[config.mk]
export PLATFORM = sky130hd
export DESIGN_NAME = cool_heat_controller_flat
export DESIGN_NICKNAME = d
export VERILOG_FILES = /design/src/rtl/cool_heat_controller_pkg.sv /design/src/rtl/cool_heat_controller_if.sv /design/src/rtl/cool_heat_controller_dwell_timer.sv /design/src/rtl/cool_heat_controller.sv /design/src/flat_wrapper.sv
export SDC_FILE = /design/constraint.sdc
export NUM_CORES = 1
export LEC_CHECK = 0
export ABC_AREA = 0
export CELL_PAD_IN_SITES_DETAIL_PLACEMENT = 1
export CELL_PAD_IN_SITES_GLOBAL_PLACEMENT = 1
export CORE_ASPECT_RATIO = 1.25
export CORE_MARGIN = 1
export CORE_UTILIZATION = 34
export CTS_CLUSTER_DIAMETER = 100
export DETAILED_ROUTE_END_ITERATION = 16
export PLACE_DENSITY = 0.9
export SETUP_SLACK_MARGIN = 0.1
export SLEW_MARGIN = 40
export SYNTH_ARGS = -nofsm -noshare
export SYNTH_HDL_FRONTEND = slang
export SYNTH_SLANG_ARGS = --single-unit
[constraint.sdc]
create_clock -name clk -period 4.29 [get_ports clk]
set_input_delay 1.0725 -clock clk [delete_from_list [all_inputs] [get_ports clk]]
set_output_delay 1.0725 -clock clk [all_outputs]
set_load 0.005 [all_outputs]
[src/rtl/cool_heat_controller_pkg.sv]
// Shared types and default settings for the cool/heat climate controller.
package cool_heat_pkg;

   typedef enum logic [1:0] {
      IDLE    = 2'd0,
      HEATING = 2'd1,
      COOLING = 2'd2,
      ST_RSVD = 2'd3
   } state_e;

   localparam logic [7:0] T_HEAT_ON_DEF  = 8'd15;
   localparam logic [7:0] T_HEAT_OFF_DEF = 8'd20;
   localparam logic [7:0] T_COOL_OFF_DEF = 8'd25;
   localparam logic [7:0] T_COOL_ON_DEF  = 8'd35;
   localparam logic [7:0] HOT_DELTA_DEF  = 8'd10;
   localparam logic [3:0] MIN_DWELL_DEF  = 4'd4;

   localparam logic [3:0] OCC_MAX      = 4'd8;
   localparam logic [3:0] OCC_FAN_STEP = 4'd4;

   // Fan steps can add up past the 2-bit range; clamp rather than wrap.
   function automatic logic [1:0] fan_sat(input logic [2:0] steps);
      return (steps > 3'd3) ? 2'd3 : steps[1:0];
   endfunction

endpackage

[src/rtl/cool_heat_controller_if.sv]
// Sample input / actuator output bundle of the climate controller.
interface cool_heat_if;
   logic       sample_valid;
   logic [7:0] temperature;
   logic [3:0] occupancy;
   logic       heater_on;
   logic       cooler_on;
   logic [1:0] fan_speed;
   logic [1:0] state;

   modport master (
      output sample_valid, temperature, occupancy,
      input  heater_on, cooler_on, fan_speed, state
   );

   modport slave (
      input  sample_valid, temperature, occupancy,
      output heater_on, cooler_on, fan_speed, state
   );
endinterface

[src/rtl/cool_heat_controller_dwell_timer.sv]
// Saturating dwell counter; expired means the coming edge completes MIN_DWELL
// cycles in the current state.
module dwell_timer #(
   parameter logic [3:0] MIN_DWELL = 4'd4
) (
   input  logic clk,
   input  logic rst_n,
   input  logic clear,
   output logic expired
);

   logic [3:0] count_q, count_d;

   always_comb begin
      count_d = count_q;
      if (clear)
         count_d = 4'd0;
      else if (count_q < MIN_DWELL)
         count_d = count_q + 4'd1;
   end

   always_ff @(posedge clk) begin
      if (!rst_n)
         count_q <= 4'd0;
      else
         count_q <= count_d;
   end

   assign expired = ({1'b0, count_q} + 5'd1) >= {1'b0, MIN_DWELL};

endmodule

[src/rtl/cool_heat_controller.sv]
// Heater/cooler/fan sequencer with hysteresis and minimum dwell; all outputs
// registered and decoded from the next state.
module cool_heat_controller
   import cool_heat_pkg::*;
#(
   parameter logic [7:0] T_HEAT_ON  = T_HEAT_ON_DEF,
   parameter logic [7:0] T_HEAT_OFF = T_HEAT_OFF_DEF,
   parameter logic [7:0] T_COOL_OFF = T_COOL_OFF_DEF,
   parameter logic [7:0] T_COOL_ON  = T_COOL_ON_DEF,
   parameter logic [7:0] HOT_DELTA  = HOT_DELTA_DEF,
   parameter logic [3:0] MIN_DWELL  = MIN_DWELL_DEF
) (
   input  logic        clk,
   input  logic        rst_n,
   cool_heat_if.slave  bus
);

   // state   | meaning
   // IDLE    | both actuators off, fan off
   // HEATING | heater on, fan 1..2 by occupancy
   // COOLING | cooler on, fan 1..3 by heat excess and occupancy
   // ST_RSVD | unreachable; forced back to IDLE

   localparam logic [8:0] T_HOT = {1'b0, T_COOL_ON} + {1'b0, HOT_DELTA};

   state_e     state_q, state_d;
   logic       heater_q, heater_d;
   logic       cooler_q, cooler_d;
   logic [1:0] fan_q, fan_d;
   logic       dwell_clear;
   logic       dwell_expired;
   logic [3:0] occ_sat;
   logic       occ_step;
   logic       hot_step;

   assign occ_sat  = (bus.occupancy > OCC_MAX) ? OCC_MAX : bus.occupancy;
   assign occ_step = (occ_sat >= OCC_FAN_STEP);
   assign hot_step = ({1'b0, bus.temperature} >= T_HOT);

   dwell_timer #(.MIN_DWELL(MIN_DWELL)) u_dwell (
      .clk     (clk),
      .rst_n   (rst_n),
      .clear   (dwell_clear),
      .expired (dwell_expired)
   );

   always_comb begin
      state_d = state_q;
      unique case (state_q)
         IDLE: begin
            if (bus.sample_valid) begin
               if (bus.temperature < T_HEAT_ON)
                  state_d = HEATING;
               else if (bus.temperature > T_COOL_ON)
                  state_d = COOLING;
            end
         end
         HEATING: begin
            if (bus.sample_valid && (bus.temperature >= T_HEAT_OFF) && dwell_expired)
               state_d = IDLE;
         end
         COOLING: begin
            if (bus.sample_valid && (bus.temperature <= T_COOL_OFF) && dwell_expired)
               state_d = IDLE;
         end
         default: state_d = IDLE;
      endcase
   end

   assign dwell_clear = (state_d != state_q);

   // Fan tracks valid samples only; an invalid cycle leaves the speed as is.
   always_comb begin
      heater_d = (state_d == HEATING);
      cooler_d = (state_d == COOLING);
      fan_d    = fan_q;
      unique case (state_d)
         HEATING: if (bus.sample_valid) fan_d = fan_sat(3'd1 + {2'b00, occ_step});
         COOLING: if (bus.sample_valid) fan_d = fan_sat(3'd1 + {2'b00, hot_step} + {2'b00, occ_step});
         default: fan_d = 2'd0;
      endcase
   end

   always_ff @(posedge clk) begin
      if (!rst_n) begin
         state_q  <= IDLE;
         heater_q <= 1'b0;
         cooler_q <= 1'b0;
         fan_q    <= 2'd0;
      end else begin
         state_q  <= state_d;
         heater_q <= heater_d;
         cooler_q <= cooler_d;
         fan_q    <= fan_d;
      end
   end

   assign bus.state     = state_q;
   assign bus.heater_on = heater_q;
   assign bus.cooler_on = cooler_q;
   assign bus.fan_speed = fan_q;

endmodule

[src/flat_wrapper.sv]
// flat-port wrapper written by rule: the top's interface ports become plain ports
module cool_heat_controller_flat import cool_heat_pkg::*;
#(
   parameter logic [7:0] T_HEAT_ON  = T_HEAT_ON_DEF,
   parameter logic [7:0] T_HEAT_OFF = T_HEAT_OFF_DEF,
   parameter logic [7:0] T_COOL_OFF = T_COOL_OFF_DEF,
   parameter logic [7:0] T_COOL_ON  = T_COOL_ON_DEF,
   parameter logic [7:0] HOT_DELTA  = HOT_DELTA_DEF,
   parameter logic [3:0] MIN_DWELL  = MIN_DWELL_DEF
)
  (clk, rst_n, bus_sample_valid, bus_temperature, bus_occupancy, bus_heater_on, bus_cooler_on, bus_fan_speed, bus_state);
  cool_heat_if bus_i ();
  input  logic clk;
  input  logic rst_n;
  input wire logic [$bits(bus_i.sample_valid)-1:0] bus_sample_valid;
  input wire logic [$bits(bus_i.temperature)-1:0] bus_temperature;
  input wire logic [$bits(bus_i.occupancy)-1:0] bus_occupancy;
  output wire logic [$bits(bus_i.heater_on)-1:0] bus_heater_on;
  output wire logic [$bits(bus_i.cooler_on)-1:0] bus_cooler_on;
  output wire logic [$bits(bus_i.fan_speed)-1:0] bus_fan_speed;
  output wire logic [$bits(bus_i.state)-1:0] bus_state;
  assign bus_i.sample_valid = bus_sample_valid;
  assign bus_i.temperature = bus_temperature;
  assign bus_i.occupancy = bus_occupancy;
  assign bus_heater_on = bus_i.heater_on;
  assign bus_cooler_on = bus_i.cooler_on;
  assign bus_fan_speed = bus_i.fan_speed;
  assign bus_state = bus_i.state;
  cool_heat_controller #(.T_HEAT_ON(T_HEAT_ON), .T_HEAT_OFF(T_HEAT_OFF), .T_COOL_OFF(T_COOL_OFF), .T_COOL_ON(T_COOL_ON), .HOT_DELTA(HOT_DELTA), .MIN_DWELL(MIN_DWELL)) u_core (.clk(clk), .rst_n(rst_n), .bus(bus_i));
endmodule
==> results.sh <==
export IMPL_drtAntennaViolNets=0
export IMPL_rsz0062_at_grt="no"
export IMPL_worst_slew_pin_slew_ns=0.4952
export IMPL_drive_gt1_frac=0.1020
export IMPL_synth_area_leaders="dfxtp_1 30%, ha_1 11%, nand2_1 5.1%"
export IMPL_async_flop_share=0
export IMPL_hold_buffers=0
export IMPL_fp_dieH_um=51.19
export IMPL_critPathLaunchType="input pin"
export IMPL_seq_power_share=0.454
export IMPL_drv_cap=0
export IMPL_diodes=0
export IMPL_hold_path_class="reg -> reg"
export IMPL_cts_tree="yes"
export IMPL_finalMaxSlewViolations=0
export IMPL_ys_warn_count=0
export IMPL_grtUsageTotal=0.1943
export IMPL_end_kind="flop"
export IMPL_worstSetupStartpoint="bus_temperature[2]"
export IMPL_comb_power_share=0.262
export IMPL_drc_errors=0
export IMPL_num_rows=17
export IMPL_synth_cells=78
export IMPL_clockPowerShare=0.284
export IMPL_grt_max_degree=11
export IMPL_grt_pass1_vias=678
export IMPL_synth_top_flop_cell="dfxtp_1"
export IMPL_reg2reg_depth=10
export IMPL_fp_dieW_um=41.35
export IMPL_power_density_nw_per_um2=260.0
export IMPL_synthesis_nets=99
export IMPL_clockBufferDepth=2
export IMPL_portBuffers=18
export IMPL_p_sw_frac=0.2840
export IMPL_yosysTopAreaCellShare=0.3042
export IMPL_synth_top_area_cell="dfxtp_1"
export IMPL_post_cts_buffers=0
export IMPL_intPower_uw=164.0
export IMPL_tns_ns=0
export IMPL_power_leakage_nw=0.3402
export IMPL_slew_headroom=0.6673
export IMPL_clockRootBuffer="clkbuf_4"
export IMPL_vdd_drop_max_uv=78.46
export IMPL_avgRoutedWirePerCell_um=14.67
export IMPL_routabilityCongestion=0.7884
export IMPL_syn_area_um2=658.1
export IMPL_finalCritPeriodShare=0.7086
export IMPL_cts_repair_resized=0
export IMPL_cts_clk_slew_worst_paths_ns=0.06
export IMPL_synth_distinct_cells=34
export IMPL_drtIter0Drc=8
export IMPL_vias_per_cell=5.453
export IMPL_finalPower_uw=229.0
export IMPL_numCtsBuffers=3
export IMPL_syn_avg_cell_area_um2=8.438
export IMPL_hold_violations=0
export IMPL_grt_pass1_wl_mm=2.773
export IMPL_coreArea_um2=1787
export IMPL_boundaryPins=21
export IMPL_critPathKind="in -> reg"
export IMPL_overflow=0
export IMPL_fp_dieArea_um2=2117
export IMPL_holdCritStartpoint="u_core.u_dwell.count_q[3]"
export IMPL_critPathMaxFanout=5
export IMPL_fin_nets=121
export IMPL_ys_seq_area_frac=0.3042
export IMPL_switchingPower_uw=65.04
export IMPL_drt_wl_total_mm=1.716
export IMPL_htreeDepth=1
export IMPL_period_minus_slack_ns=3.040
export IMPL_syn_to_final_growth_pct=33.84
export IMPL_max_freq_mhz=329.0
export IMPL_dr_pass1_iters=4
export IMPL_num_vias=638
export IMPL_synth_edf_count=0
export IMPL_final_common_cell="clkdlybuf4s50_1"
export IMPL_initial_core_util=0.3683
export IMPL_cp_required_ns=4.49
export IMPL_cts_sinks=10
export IMPL_setup_violations_final=0
export IMPL_yosys_register_bits=10
export IMPL_insertion_delay_ns=0.27
export IMPL_timing_rr_start="u_core.u_dwell.count_q[0]"
export IMPL_clock_skew_ns=0.003474
export IMPL_run_status="complete, no violations"
export IMPL_hold_depth=2
export IMPL_dp_hpwl_mm=1.413
export IMPL_grt_antenna_before_repair=0
export IMPL_critPathArrivalTime_ns=3.24
export IMPL_layout_common_cells="18 x clkdlybuf4s50_1, 10 x dfxtp_1, 9 x nand2_1"
-- area by class of cell --
type,count,area [um^2]
Fill cell,229,905.9
Multi-Input combinational cell,64,442.9
Sequential cell,10,200.2
Timing Repair Buffer,18,180.2
Tap cell,19,23.77
Clock buffer,3,22.52
Inverter,3,11.26
-- final timing paths --
check / slack (ns) / to
worst min-delay path: 0.52 / u_core.u_dwell.count_q[3]
worst max-delay path: 1.25 / u_core.bus.fan_speed[0]
worst min register to register: 0.52 / u_core.u_dwell.count_q[3]
worst max register to register: 2.11 / u_core.bus.fan_speed[0]
-- logic make-up (layout without fill, tap and decap cells) --
kind of cell    count (synthesis)  count (layout)  synth area share
xor+xnor                        1               1           0.01331
mux                             1               1           0.01711
flops                          10              10            0.3042
compound gates                 22              22            0.2319
simple gates                   34              34            0.2966
buf+inv                         4              24           0.02281
fa+ha+maj                       6               6            0.1141
-- power by group through the flow --
| stage | sequential, mW | combinational, mW | clock [mW] |
|---|---|---|---|
| 4_1_cts | 0.104 | 0.0607 | 0.0657 |
| 3_3_place_gp | 0.106 | 0.0567 | 0 |
| 6_report | 0.104 | 0.0600 | 0.0651 |
| 2_1_floorplan | 0.105 | 0.0305 | 0 |
| 5_1_grt | 0.105 | 0.0666 | 0.0699 |
| 3_5_place_dp | 0.106 | 0.0603 | 0 |
-- through the flow --
step | hold WS [ns] | utilization | worst slack (ns) | std cells | cell area (um^2)
after floorplan | 0.4542 | - | 1.718 | 78 | 658.1
after global placement | 0.4706 | 0.4804 | 1.063 | 114 | 858.3
after detailed placement | 0.4907 | 0.4804 | 0.9731 | 114 | 858.3
after CTS | 0.5174 | 0.4930 | 1.250 | 117 | 880.8
after global routing | 0.5362 | 0.4930 | 1.108 | 117 | 880.8
final | 0.5151 | 0.4930 | 1.250 | 117 | 880.8
-- state kept, by name (all words and copies together) (netlist names) --
name / cells
u_core.u_dwell.count_q: 4
u_core.bus.cooler_on: 1
u_core.bus.heater_on: 1
u_core.bus.state: 2
u_core.bus.fan_speed: 2
-- routing by layer --
layer	up-vias	track usage	routed length (um)
li1	324	-	-
met2	18	0.3516	947
met3	5	0	40
met5	-	0	0
met1	291	0.1995	677
met4	0	0.1290	51
-- Yosys cell counts, types with 2 or more instances --
master and number:
dfxtp_1 10, nand2_1 9, ha_1 6, nor2_1 5
and2_1 4, nor4_1 4, o21ai_0 4, inv_1 3
nor2b_1 3, o21ai_1 3, a21oi_1 2, a22oi_1 2
o211ai_1 2
-- critical path, cell delays in order --
cell	delay, ns
clkdlybuf4s50_1	0.54
o31a_1	0.21
nor3_4	0.05
or3b_4	0.38
a21o_1	0.21
ha_1	0.20
o21ba_2	0.22
nor2_1	0.14
a22oi_1	0.09
nor2b_1	0.12
No activity file was read; power rests on OpenSTA's default activity.
==> RTL edit: new RTL, same flow settings <==
Make the reset (`rst_n`) asynchronous in 2 clocked blocks.
--- a/src/rtl/cool_heat_controller_dwell_timer.sv
+++ b/src/rtl/cool_heat_controller_dwell_timer.sv
@@ -20,5 +20,5 @@
    end
 
-   always_ff @(posedge clk) begin
+   always_ff @(posedge clk or negedge rst_n) begin
       if (!rst_n)
          count_q <= 4'd0;
--- a/src/rtl/cool_heat_controller.sv
+++ b/src/rtl/cool_heat_controller.sv
@@ -82,5 +82,5 @@
    end
 
-   always_ff @(posedge clk) begin
+   always_ff @(posedge clk or negedge rst_n) begin
       if (!rst_n) begin
          state_q  <= IDLE;
Formal check against the unedited RTL: differs if rst_n is asserted again (counterexample within 4 cycles, from zero or initial values and one cycle with rst_n low); with rst_n held inactive, the same outputs for 10 cycles.
==> RTL edit against the unedited design <==
- the flow now finishes with violations (DRC)
- cell area decreased by 0.99%
- core utilization rose by 0.098 points
- synthesized area down 4.0%
- largest power group unchanged
- critical endpoint is now u_core.bus.fan_speed[1]
- wire length is 13% lower
- setup slack improved by 0.065 ns
- non-clock buffer count did not move
- total power rose by 49%
- sequential cell count unchanged
==> RTL edit: results <==
metrics = {
    "timing": {
        "max_slew_margin_pct": 72.0,
        "fin_skew_ns": 0.000863,
    },
    "setup_path": {
        "slowest_delay_ns": 0.56,
        "critical_path.max_fanout": 6,
        "crit_slowest_cell": "clkdlybuf4s50_1",
        "reg2reg_depth": 9,
        "cp.arrival_ns": 3.13,
    },
    "yosys": {
        "ys_warn_count": 0,
        "muxShareOfSynthArea_pct": 1.58,
        "ys_top_cells_by_area": "dfrtp_1 (40%), ha_1 (9.9%), a311oi_1 (5.5%), nor2_1 (4.8%), o21ai_0 (4.0%)",
        "synth-adder-area-share_pct": 9.90,
        "synth_common_cells": "dfrtp_1 (10), nor2_1 (8), ha_1 (5), o21ai_0 (5)",
        "synthArstFlopShare_pct": 100,
        "synth-xor-area-share_pct": 1.39,
        "yosysTopAreaCell": "dfrtp_1",
        "yosysSeqAreaShare_pct": 39.6,
        "synth-compound-area-share_pct": 28.5,
        "ys_types": 27,
        "syn-num-nets": 83,
    },
    "route": {
        "met1_length_um": 616,
        "drc": 4,
        "wl_met3_um": 37,
        "drt_iter0_markers": 14,
        "dr.pass1.iters": 11,
        "dr_wl_met2_um": 845,
        "wl_per_cell_um": 14.4,
        "top_layer": "met3",
        "viasPerCell": 5.50,
    },
    "cells_and_area": {
        "final_nets": 106,
        "fin_cells": 104,
        "drive_gt1_share_pct": 10.6,
        "fill_cells": 214,
    },
    "place": {
        "gp_congestion": 0.761,
        "place_hpwl_mm": 1.25,
    },
    "global_routing": {
        "grt_pass1_vias": 561,
        "grt_pass1_wl_mm": 2.46,
        "grtUsageTotal_pct": 17.5,
        "met3_usage_pct": 3.98,
        "grt_use_met1_pct": 21.8,
        "use_met2_pct": 28.8,
    },
    "pwr": {
        "power.leakage_nw": 0.363,
        "powerComb_uw": 120,
        "internal_power_uw": 232,
        "p_clk_share_pct": 24.6,
        "ir_drop_uv": 147,
    },
    "status": {
        "status": "complete, but fails checks",
        "violations": "DRC",
    },
    "clock_tree": {
        "htreeDepth": 1,
    },
    "hold_path": {
        "min_path_cells": 1,
    },
}
==> RTL edit: changes by cell type after synthesis, moves of 4 or more <==
cell,change
a311oi_1,+4
dfrtp_1,+10
dfxtp_1,-10
nand2_1,-5
nor4_1,-4
==> RTL edit: metrics by stage <==
step	setup WS, ns	cell area, sq um	total power, mW	hold WS, ns	utilization [%]
final	1.32	872	0.342	0.526	49.4
after floorplan	1.76	632	0.212	0.498	-
after detailed placement	1.01	836	0.263	0.510	47.3
after CTS	1.30	872	0.349	0.526	49.4
after global placement	1.11	836	0.251	0.493	47.3
after global routing	1.15	872	0.373	0.545	49.4
==> RTL edit: logic make-up (layout without fill, tap and decap cells) <==
| group | after synthesis | after routing |
|---|---|---|
| compound gates | 23 | 23 |
| mux | 1 | 1 |
| flops | 10 | 10 |
| buf+inv | 2 | 24 |
| simple gates | 21 | 21 |
| xor+xnor | 1 | 1 |
| fa+ha+maj | 5 | 5 |
==> RTL edit: final timing paths <==
check	start	to	slack (ns)
min reg2reg	u_core.bus.fan_speed[0]	u_core.bus.fan_speed[0]	0.53
max in group asynchronous	rst_n	u_core.bus.state[0]	2.89
max reg2reg	u_core.u_dwell.count_q[0]	u_core.bus.fan_speed[1]	2.03
min	u_core.bus.fan_speed[0]	u_core.bus.fan_speed[0]	0.53
min in group asynchronous	rst_n	u_core.u_dwell.count_q[0]	1.11
max	bus_sample_valid	u_core.bus.fan_speed[1]	1.32
==> RTL edit: layout make-up <==
| cell class | count | area (sq um) | share of cell area (%) |
|---|---|---|---|
| multi-input cells | 51 | 374 | 42.9 |
| well taps | 19 | 23.8 | 2.73 |
| inverters | 2 | 7.51 | 0.861 |
| flip-flops and latches | 10 | 250 | 28.7 |
| clock buffers | 4 | 36.3 | 4.16 |
| repair buffers | 18 | 180 | 20.7 |
